**src/rtl/mem_arb_pkg.sv**
```systemverilog
// rtl/mem_arb_pkg.sv - shared types and constants for the data-memory round-robin arbiter
package mem_arb_pkg;

    typedef enum logic [1:0] {
        IDLE,
        ACCESS,
        WAIT,
        DONE
    } arb_state_t;

    localparam int MASK_W  = 3;
    localparam int STATS_W = 16;

    function automatic logic [STATS_W-1:0] sat_inc(input logic [STATS_W-1:0] v);
        return (&v) ? v : v + 1'b1;
    endfunction

endpackage

```
**src/rtl/mem_arbiter_rr_picker.sv**
```systemverilog
// rtl/mem_arbiter_rr_picker.sv - combinational round-robin selector: first set request at or after rr_ptr, wrapping
module rr_picker #(
    parameter int NUM_CORES = 2,
    parameter int IDX_W     = 1
) (
    input  logic [NUM_CORES-1:0] req,
    input  logic [IDX_W-1:0]     rr_ptr,
    output logic [IDX_W-1:0]     winner,
    output logic                 valid
);

    logic [IDX_W-1:0] idx;

    always_comb begin
        winner = '0;
        valid  = 1'b0;
        idx    = '0;
        for (int i = 0; i < NUM_CORES; i++) begin
            idx = IDX_W'((int'(rr_ptr) + i) % NUM_CORES);
            if (!valid && req[idx]) begin
                winner = idx;
                valid  = 1'b1;
            end
        end
    end

endmodule

```
**src/rtl/mem_arbiter.sv**
```systemverilog
// rtl/mem_arbiter.sv - round-robin arbiter sharing one data-memory port among NUM_CORES cache controllers
// Optional per-core grant and contention counters are built when MEM_ARBITER_STATS_EN is defined.
module mem_arbiter
    import mem_arb_pkg::*;
#(
    parameter int NUM_CORES = 2,
    parameter int ADDR_W    = 32,
    parameter int DATA_W    = 32,
    parameter int MEM_LAT   = 2
) (
    input  logic                        clk,
    input  logic                        reset,
    input  logic [NUM_CORES-1:0]        core_req,
    input  logic [NUM_CORES-1:0]        core_we,
    input  logic [NUM_CORES*ADDR_W-1:0] core_addr,
    input  logic [NUM_CORES*DATA_W-1:0] core_wdata,
    input  logic [NUM_CORES*MASK_W-1:0] core_mask,
    output logic [NUM_CORES-1:0]        core_ack,
    output logic [DATA_W-1:0]           core_rdata,
    output logic [ADDR_W-1:0]           mem_addr,
    output logic [DATA_W-1:0]           mem_wdata,
    output logic [MASK_W-1:0]           mem_mask,
    output logic                        mem_wr_en,
    output logic                        mem_rd_en,
    input  logic [DATA_W-1:0]           mem_rdata
`ifdef MEM_ARBITER_STATS_EN
    ,
    output logic [NUM_CORES*STATS_W-1:0] grant_cnt,
    output logic [STATS_W-1:0]           contention_cnt
`endif
);

    localparam int IDX_W = (NUM_CORES > 1) ? $clog2(NUM_CORES) : 1;
    localparam int CNT_W = (MEM_LAT > 2) ? $clog2(MEM_LAT) : 1;

    arb_state_t       state;
    logic [IDX_W-1:0] rr_ptr;
    logic [IDX_W-1:0] win;
    logic             we_q;
    logic [CNT_W-1:0] cnt;
    logic [IDX_W-1:0] pick;
    logic             pick_valid;

    rr_picker #(
        .NUM_CORES(NUM_CORES),
        .IDX_W    (IDX_W)
    ) u_picker (
        .req   (core_req),
        .rr_ptr(rr_ptr),
        .winner(pick),
        .valid (pick_valid)
    );

    // The memory-side registers double as the latched payload of the granted core.
    always_ff @(posedge clk) begin
        if (reset) begin
            state      <= IDLE;
            rr_ptr     <= '0;
            win        <= '0;
            we_q       <= 1'b0;
            cnt        <= '0;
            core_ack   <= '0;
            core_rdata <= '0;
            mem_addr   <= '0;
            mem_wdata  <= '0;
            mem_mask   <= '0;
            mem_wr_en  <= 1'b0;
            mem_rd_en  <= 1'b0;
        end else begin
            case (state)
                IDLE: begin
                    core_ack <= '0;
                    if (pick_valid) begin
                        win       <= pick;
                        we_q      <= core_we[pick];
                        mem_addr  <= core_addr[pick*ADDR_W +: ADDR_W];
                        mem_wdata <= core_wdata[pick*DATA_W +: DATA_W];
                        mem_mask  <= core_mask[pick*MASK_W +: MASK_W];
                        mem_wr_en <= core_we[pick];
                        mem_rd_en <= !core_we[pick];
                        state     <= ACCESS;
                    end
                end
                ACCESS: begin
                    mem_wr_en <= 1'b0;
                    mem_rd_en <= 1'b0;
                    if (we_q) begin
                        core_ack <= NUM_CORES'(1) << win;
                        state    <= DONE;
                    end else if (MEM_LAT == 1) begin
                        core_rdata <= mem_rdata;
                        core_ack   <= NUM_CORES'(1) << win;
                        state      <= DONE;
                    end else begin
                        cnt   <= CNT_W'(MEM_LAT - 1);
                        state <= WAIT;
                    end
                end
                WAIT: begin
                    if (cnt == CNT_W'(1)) begin
                        core_rdata <= mem_rdata;
                        core_ack   <= NUM_CORES'(1) << win;
                        state      <= DONE;
                    end else begin
                        cnt <= cnt - 1'b1;
                    end
                end
                DONE: begin
                    core_ack <= '0;
                    rr_ptr   <= (int'(win) == NUM_CORES - 1) ? '0 : win + 1'b1;
                    state    <= IDLE;
                end
                default: state <= IDLE;
            endcase
        end
    end

`ifdef MEM_ARBITER_STATS_EN
    always_ff @(posedge clk) begin
        if (reset) begin
            grant_cnt      <= '0;
            contention_cnt <= '0;
        end else begin
            if (state == IDLE && pick_valid && $countones(core_req) >= 2)
                contention_cnt <= sat_inc(contention_cnt);
            if (state == DONE)
                grant_cnt[win*STATS_W +: STATS_W] <= sat_inc(grant_cnt[win*STATS_W +: STATS_W]);
        end
    end
`else
    // Base build carries no statistics state.
`endif

endmodule

```
**config.mk**
```make
export PLATFORM = sky130hd
export DESIGN_NAME = mem_arbiter
export DESIGN_NICKNAME = d
export VERILOG_FILES = /design/src/rtl/mem_arb_pkg.sv /design/src/rtl/mem_arbiter_rr_picker.sv /design/src/rtl/mem_arbiter.sv
export SDC_FILE = /design/constraint.sdc
export NUM_CORES = 1
export LEC_CHECK = 0
export ABC_AREA = 1
export BUFFER_PORTS_ARGS = -buffer_cell sky130_fd_sc_hd__buf_4
export CAP_MARGIN = 20
export CORE_AREA = 2 2 107 109
export CTS_BUF_LIST = sky130_fd_sc_hd__clkbuf_8
export CTS_CLUSTER_DIAMETER = 60
export DETAILED_ROUTE_END_ITERATION = 8
export DIE_AREA = 0 0 109 111
export PLACE_DENSITY_LB_ADDON = 0.15
export SLEW_MARGIN = 10
export SYNTH_ARGS = -nofsm -noshare
export SYNTH_HDL_FRONTEND = slang
export SYNTH_HIERARCHICAL = 1
export SYNTH_SLANG_ARGS = --single-unit
```
**constraint.sdc**
```tcl
create_clock -name clk -period 1.75 [get_ports clk]
set_clock_uncertainty 0.1 [all_clocks]
set_input_delay 0.35 -clock clk [delete_from_list [all_inputs] [get_ports clk]]
set_output_delay 0.35 -clock clk [all_outputs]
set_load 0.005 [all_outputs]
```
# == After elaboration in Yosys (flattened, before gate mapping) ==
# Index checks and enable logic that the tools add are counted.
# totals
regBits,109
out_inout_bits,103
elab_cells,68
# op_classes
magnitude_cmp,3
n_addsub,3
n_eq_ne,7
reduce_logical,13
multipliers,1
shifts,4
mux,25
# ops
cell,n
64-bit by 7-bit indexed part select with 32-bit output,2
1-bit two-way mux,16
2-bit AND reduction,6
2-bit two-way mux,4
2-bit != test (second input constant),4
2-bit one-hot mux with 4 select lines,1
1-bit by 2-bit less-than comparator with 1-bit output (second input constant),3
1-bit one-hot mux with 2 select lines,3
2-bit one-hot mux with 3 select lines,1
6-bit by 4-bit indexed part select with 3-bit output,1
2-bit equality test (second input constant),2
2-bit nonzero test,2
1-bit by 2-bit multiplier with 3-bit output (second input constant),1
1-bit adder (second input constant),2
2-bit by 1-bit equality test with 1-bit output (second input constant),1
1-bit zero test,2
2-bit zero test,1
2-bit OR reduction,1
1-bit by 1-bit << shifter with 2-bit output (first input constant),1
1-bit logical AND,1
1-bit subtractor (second input constant),1

# == Logic depth before layout (Yosys ltp) ==
# logic_depth
depth_word,11
ltp_mapped,10
depth_no_buf,8

# == Cells and area by module ==
# Netlist, hierarchy kept.
# by_module_without_submodules
mod,area_each_um2,cells_each,n_inst
mem_arbiter,4768.3,654,1
rr_picker,18.8,4,1

# == Worst setup path before layout ==
# OpenSTA, ideal clock, no wires.
# synth_path
kind,register to register
from,register state[0]
to,register mem_addr[0]
setup_slack_ns,0.290
arrival_time_ns,1.245
period_less_slack_ns,1.460
n_path_buf,2
t_required_ns,1.535
setup_ns,0.115
stages_incl_launch_ff,9
path_cell_list,dfxtp_1 inv_1 ha_1 nand2_1 inv_2 buf_4 buf_2 o211ai_1 inv_2
# synth_between
elab_chain_len,2
# synth_rtl
item,line_no,rtl
"start, declared",mem_arbiter.sv:36,arb_state_t state;
"start signal, assigned",mem_arbiter.sv:57,state <= IDLE;
"start signal, assigned",mem_arbiter.sv:81,state <= ACCESS;
"start signal, assigned",mem_arbiter.sv:89,state <= DONE;
2-bit zero test,mem_arbiter.sv:70,case (state)
2-bit AND reduction (no source line),--,
"end signal, assigned",mem_arbiter.sv:76,mem_addr <= core_addr[pick*ADDR_W +: ADDR_W];
"end, declared",mem_arbiter.sv:20,"output logic [ADDR_W-1:0] mem_addr,"
# Every way passes these cells.
# A chain may end at the register's enable or synchronous reset.

# == Final worst setup path ==
# layout_path
from,register state[0]
to,register mem_wdata[4]
# layout_between
elab_chain_len,2
# layout_rtl
item,line_no,rtl
2-bit zero test,mem_arbiter.sv:70,
2-bit AND reduction (no source line),--,
"end signal, assigned",mem_arbiter.sv:77,mem_wdata <= core_wdata[pick*DATA_W +: DATA_W];
"end, declared",mem_arbiter.sv:21,"output logic [DATA_W-1:0] mem_wdata,"
# Every way passes these cells.

==> impl_metrics.py <==
metrics = {
    "routing": {
        "ant_nets": 0,
        "drt_iter0_drc": 309,
        "drc": 0,
        "vias_per_cell": 4.88,
        "routed_wl_um": 14000,
        "route.vias.total": 5124,
        "dr.pass1.iters": 4,
        "wl_per_cell_um": 13.3,
    },
    "cells_and_area": {
        "multi_input_area_um2": 2030,
        "instances_no_fill": 1050,
        "final_common_cell": "buf_4",
        "areaGrowthSynthToFinish_pct": 47.8,
        "fillCellCount": 980,
        "final_cell_mix": "276 x buf_4, 158 x nand2_1, 109 x dfxtp_1, 72 x inv_1, 71 x nand3_1",
        "nets": 1080,
        "drive_gt1_frac": 0.343,
        "ff_latch_area_um2": 2180,
        "antenna_cells": 0,
    },
    "cts": {
        "cts_made_buffers": 9,
        "cts-htree-levels": 3,
        "post_cts_buffers": 0,
        "clock_sinks": 109,
        "clock_latency_ps": 350,
        "cts_tree": "done",
        "clockRootBuffer": "clkbuf_8",
        "clk_pin_slew_ps": 100,
        "cts_buffer_depth": 2,
    },
    "setup_path": {
        "start_kind": "flop",
        "cp_slowest_cell": "dfxtp_1",
        "crit_required_ps": 1900,
        "path_common_cell": "inv_1",
        "cp_max_fo": 70,
        "cp_slowest_stage_delay_ps": 400,
        "endpoint_kind": "flop",
        "path_cells": "inv_1 > ha_1 > nand2_1 > clkinv_2 > buf_16 > o211ai_1 > inv_1",
        "cp.arrival_ps": 1800,
        "crit_type": "reg -> reg",
    },
    "sta": {
        "fin_setup_tns_ps": 0,
        "final_max_slew_viol_count": 0,
        "rsz0062_at_grt": "false",
        "min_period_ps": 1650,
        "tightest_slew_ps": 509,
        "slew_headroom": 0.661,
        "final_hold_viol_count": 0,
        "timing.fmax_mhz": 606,
        "fin_crit_sh": 0.943,
        "finalSetupViolCount": 0,
    },
    "power_and_ir_drop": {
        "swShare": 0.354,
        "pwr-share-clk": 0.168,
        "p_int_mw": 5.46,
        "comb_power_share": 0.417,
        "seqPwrFrac": 0.415,
        "p_per_area_nw_per_um2": 1190,
        "p_sw_mw": 2.98,
        "peakVddDrop_v": 0.000677,
        "p_leak_nw": 3.75,
    },
    "global_route": {
        "met1_usage": 0.239,
        "use_met3": 0.0488,
        "grt_pass1_vias": 4857,
        "grt.met2_usage": 0.394,
        "grt_pass1_wl_um": 21500,
        "top_usage_layer": "met2",
        "overflow": 0,
        "grt_antenna_before_repair": 0,
        "grt_max_degree": 71,
        "track_usage": 0.218,
    },
    "placed_design": {
        "dp_hpwl_um": 10000,
        "io_buffers": 274,
        "place_congestion": 0.806,
        "placedCellCount": 1035,
    },
    "logic_synthesis": {
        "ys_ff_latch": 109,
        "synth_seq_area_share": 0.456,
        "synthCells": 658,
        "yosysWarningCount": 6,
        "synth_top_area_frac": 0.456,
        "synth_largest_area_cell": "dfxtp_1",
        "syn_nets": 835,
        "synthTopCellsByArea": "dfxtp_1 46%, nand2_1 12%, o211ai_1 11%",
        "synth_area_um2": 4790,
        "syn_area_per_cell_um2": 7.28,
        "ys_types": 16,
    },
    "run": {
        "cap_violations": 0,
    },
    "floorplan": {
        "die_w_um": 109,
        "io_pins": 275,
        "die_y_um": 111,
        "rows": 39,
        "initial_utilization": 0.432,
        "dieArea_um2": 12100,
        "core_area_um2": 11100,
    },
    "run_status": {
        "outcome": "finished clean",
    },
    "hold_path": {
        "min_path_type": "in -> reg",
    },
}
## synth_stat cells
library cell    n
inv_1          72
or2_1           1
ha_1            5
inv_2          12
nand3_1        72
inv_4           1
buf_4           9
o211ai_1       67
clkbuf_1        7
o21ai_0        37
buf_6           4
a21oi_1         8
dfxtp_1       109
buf_2          27
nand2_1       158
nor2_1         69
## state kept, by name, indices dropped and copies added (netlist names)
| signal | count |
|---|---|
| mem_addr | 32 |
| mem_wdata | 32 |
| cnt | 1 |
| win | 1 |
| rr_ptr | 1 |
| core_ack | 2 |
| mem_mask | 3 |
| mem_rd_en | 1 |
| core_rdata | 32 |
| state | 2 |
| we_q | 1 |
| mem_wr_en | 1 |
## metal layers
metal	wire length, µm	part of all wire
met1	5480	0.39
met4	342	0.024
met3	1110	0.080
met2	7040	0.50
met5	0	0
## power groups by stage
stage	Sequential, mW	Clock (mW)	Combinational [mW]
final	3.50	1.42	3.52
after detailed placement	3.55	0	3.50
after CTS	3.50	1.48	3.52
after floorplan	3.58	0	1.83
after global routing	3.58	1.57	3.89
after global placement	3.53	0	3.43
## what timing repair did
action	4_1_cts	5_1_grt
endpoints found under the hold margin	0	0
resized for setup	0	4
hold buffers	0	0
setup endpoints to repair	0	2
## final timing paths
check	slack (ps)	end	depth (start not counted)	startpoint
max reg2reg	100	mem_wdata[4]$_SDFFE_PP0P_	7	state[0]$_SDFFE_PP0P_
max	100	mem_wdata[4]$_SDFFE_PP0P_	7	state[0]$_SDFFE_PP0P_
min reg2reg	370	mem_wr_en$_SDFFE_PP0P_	2	mem_wr_en$_SDFFE_PP0P_
min	90	state[0]$_SDFFE_PP0P_	2	reset
## logic make-up after synthesis
group | after synthesis | synth area share
AO/OA/AOI/OAI | 112 | 0.152
adder cells (fa/ha/maj) | 5 | 0.0131
buffers and inverters | 132 | 0.124
flip-flops | 109 | 0.456
AND/OR/NAND/NOR | 300 | 0.255
## stage by stage
stage	utilization	cell area, µm²	worst slack [ps]	hold slack [ps]	total power [mW]
finish	0.639	7080	99.3	90.4	8.44
global route	0.639	7080	7.21	73.3	9.04
CTS	0.637	7060	107	61.7	8.50
detailed placement	0.621	6880	56.8	362	7.05
global placement	0.621	6880	107	352	6.96
floorplan	-	4790	290	319	5.42
## worst max-delay path: cells and delay by family, from the launching register on
kind,cells,cell delay (ps)
AO/OA/AOI/OAI,1,220
AND/OR/NAND/NOR,1,80
adder cells (fa/ha/maj),1,210
flip-flops,1,400
buffers and inverters,4,510
## cell type report
cell class	instances	area share
multi-input cells	417	0.286
clock buffers	11	0.0214
well taps	143	0.0253
clock inverters	4	0.00460
repair buffers	281	0.308
flip-flops and latches	109	0.308
inverters	85	0.0460
Power figures use the tool's default switching activity.
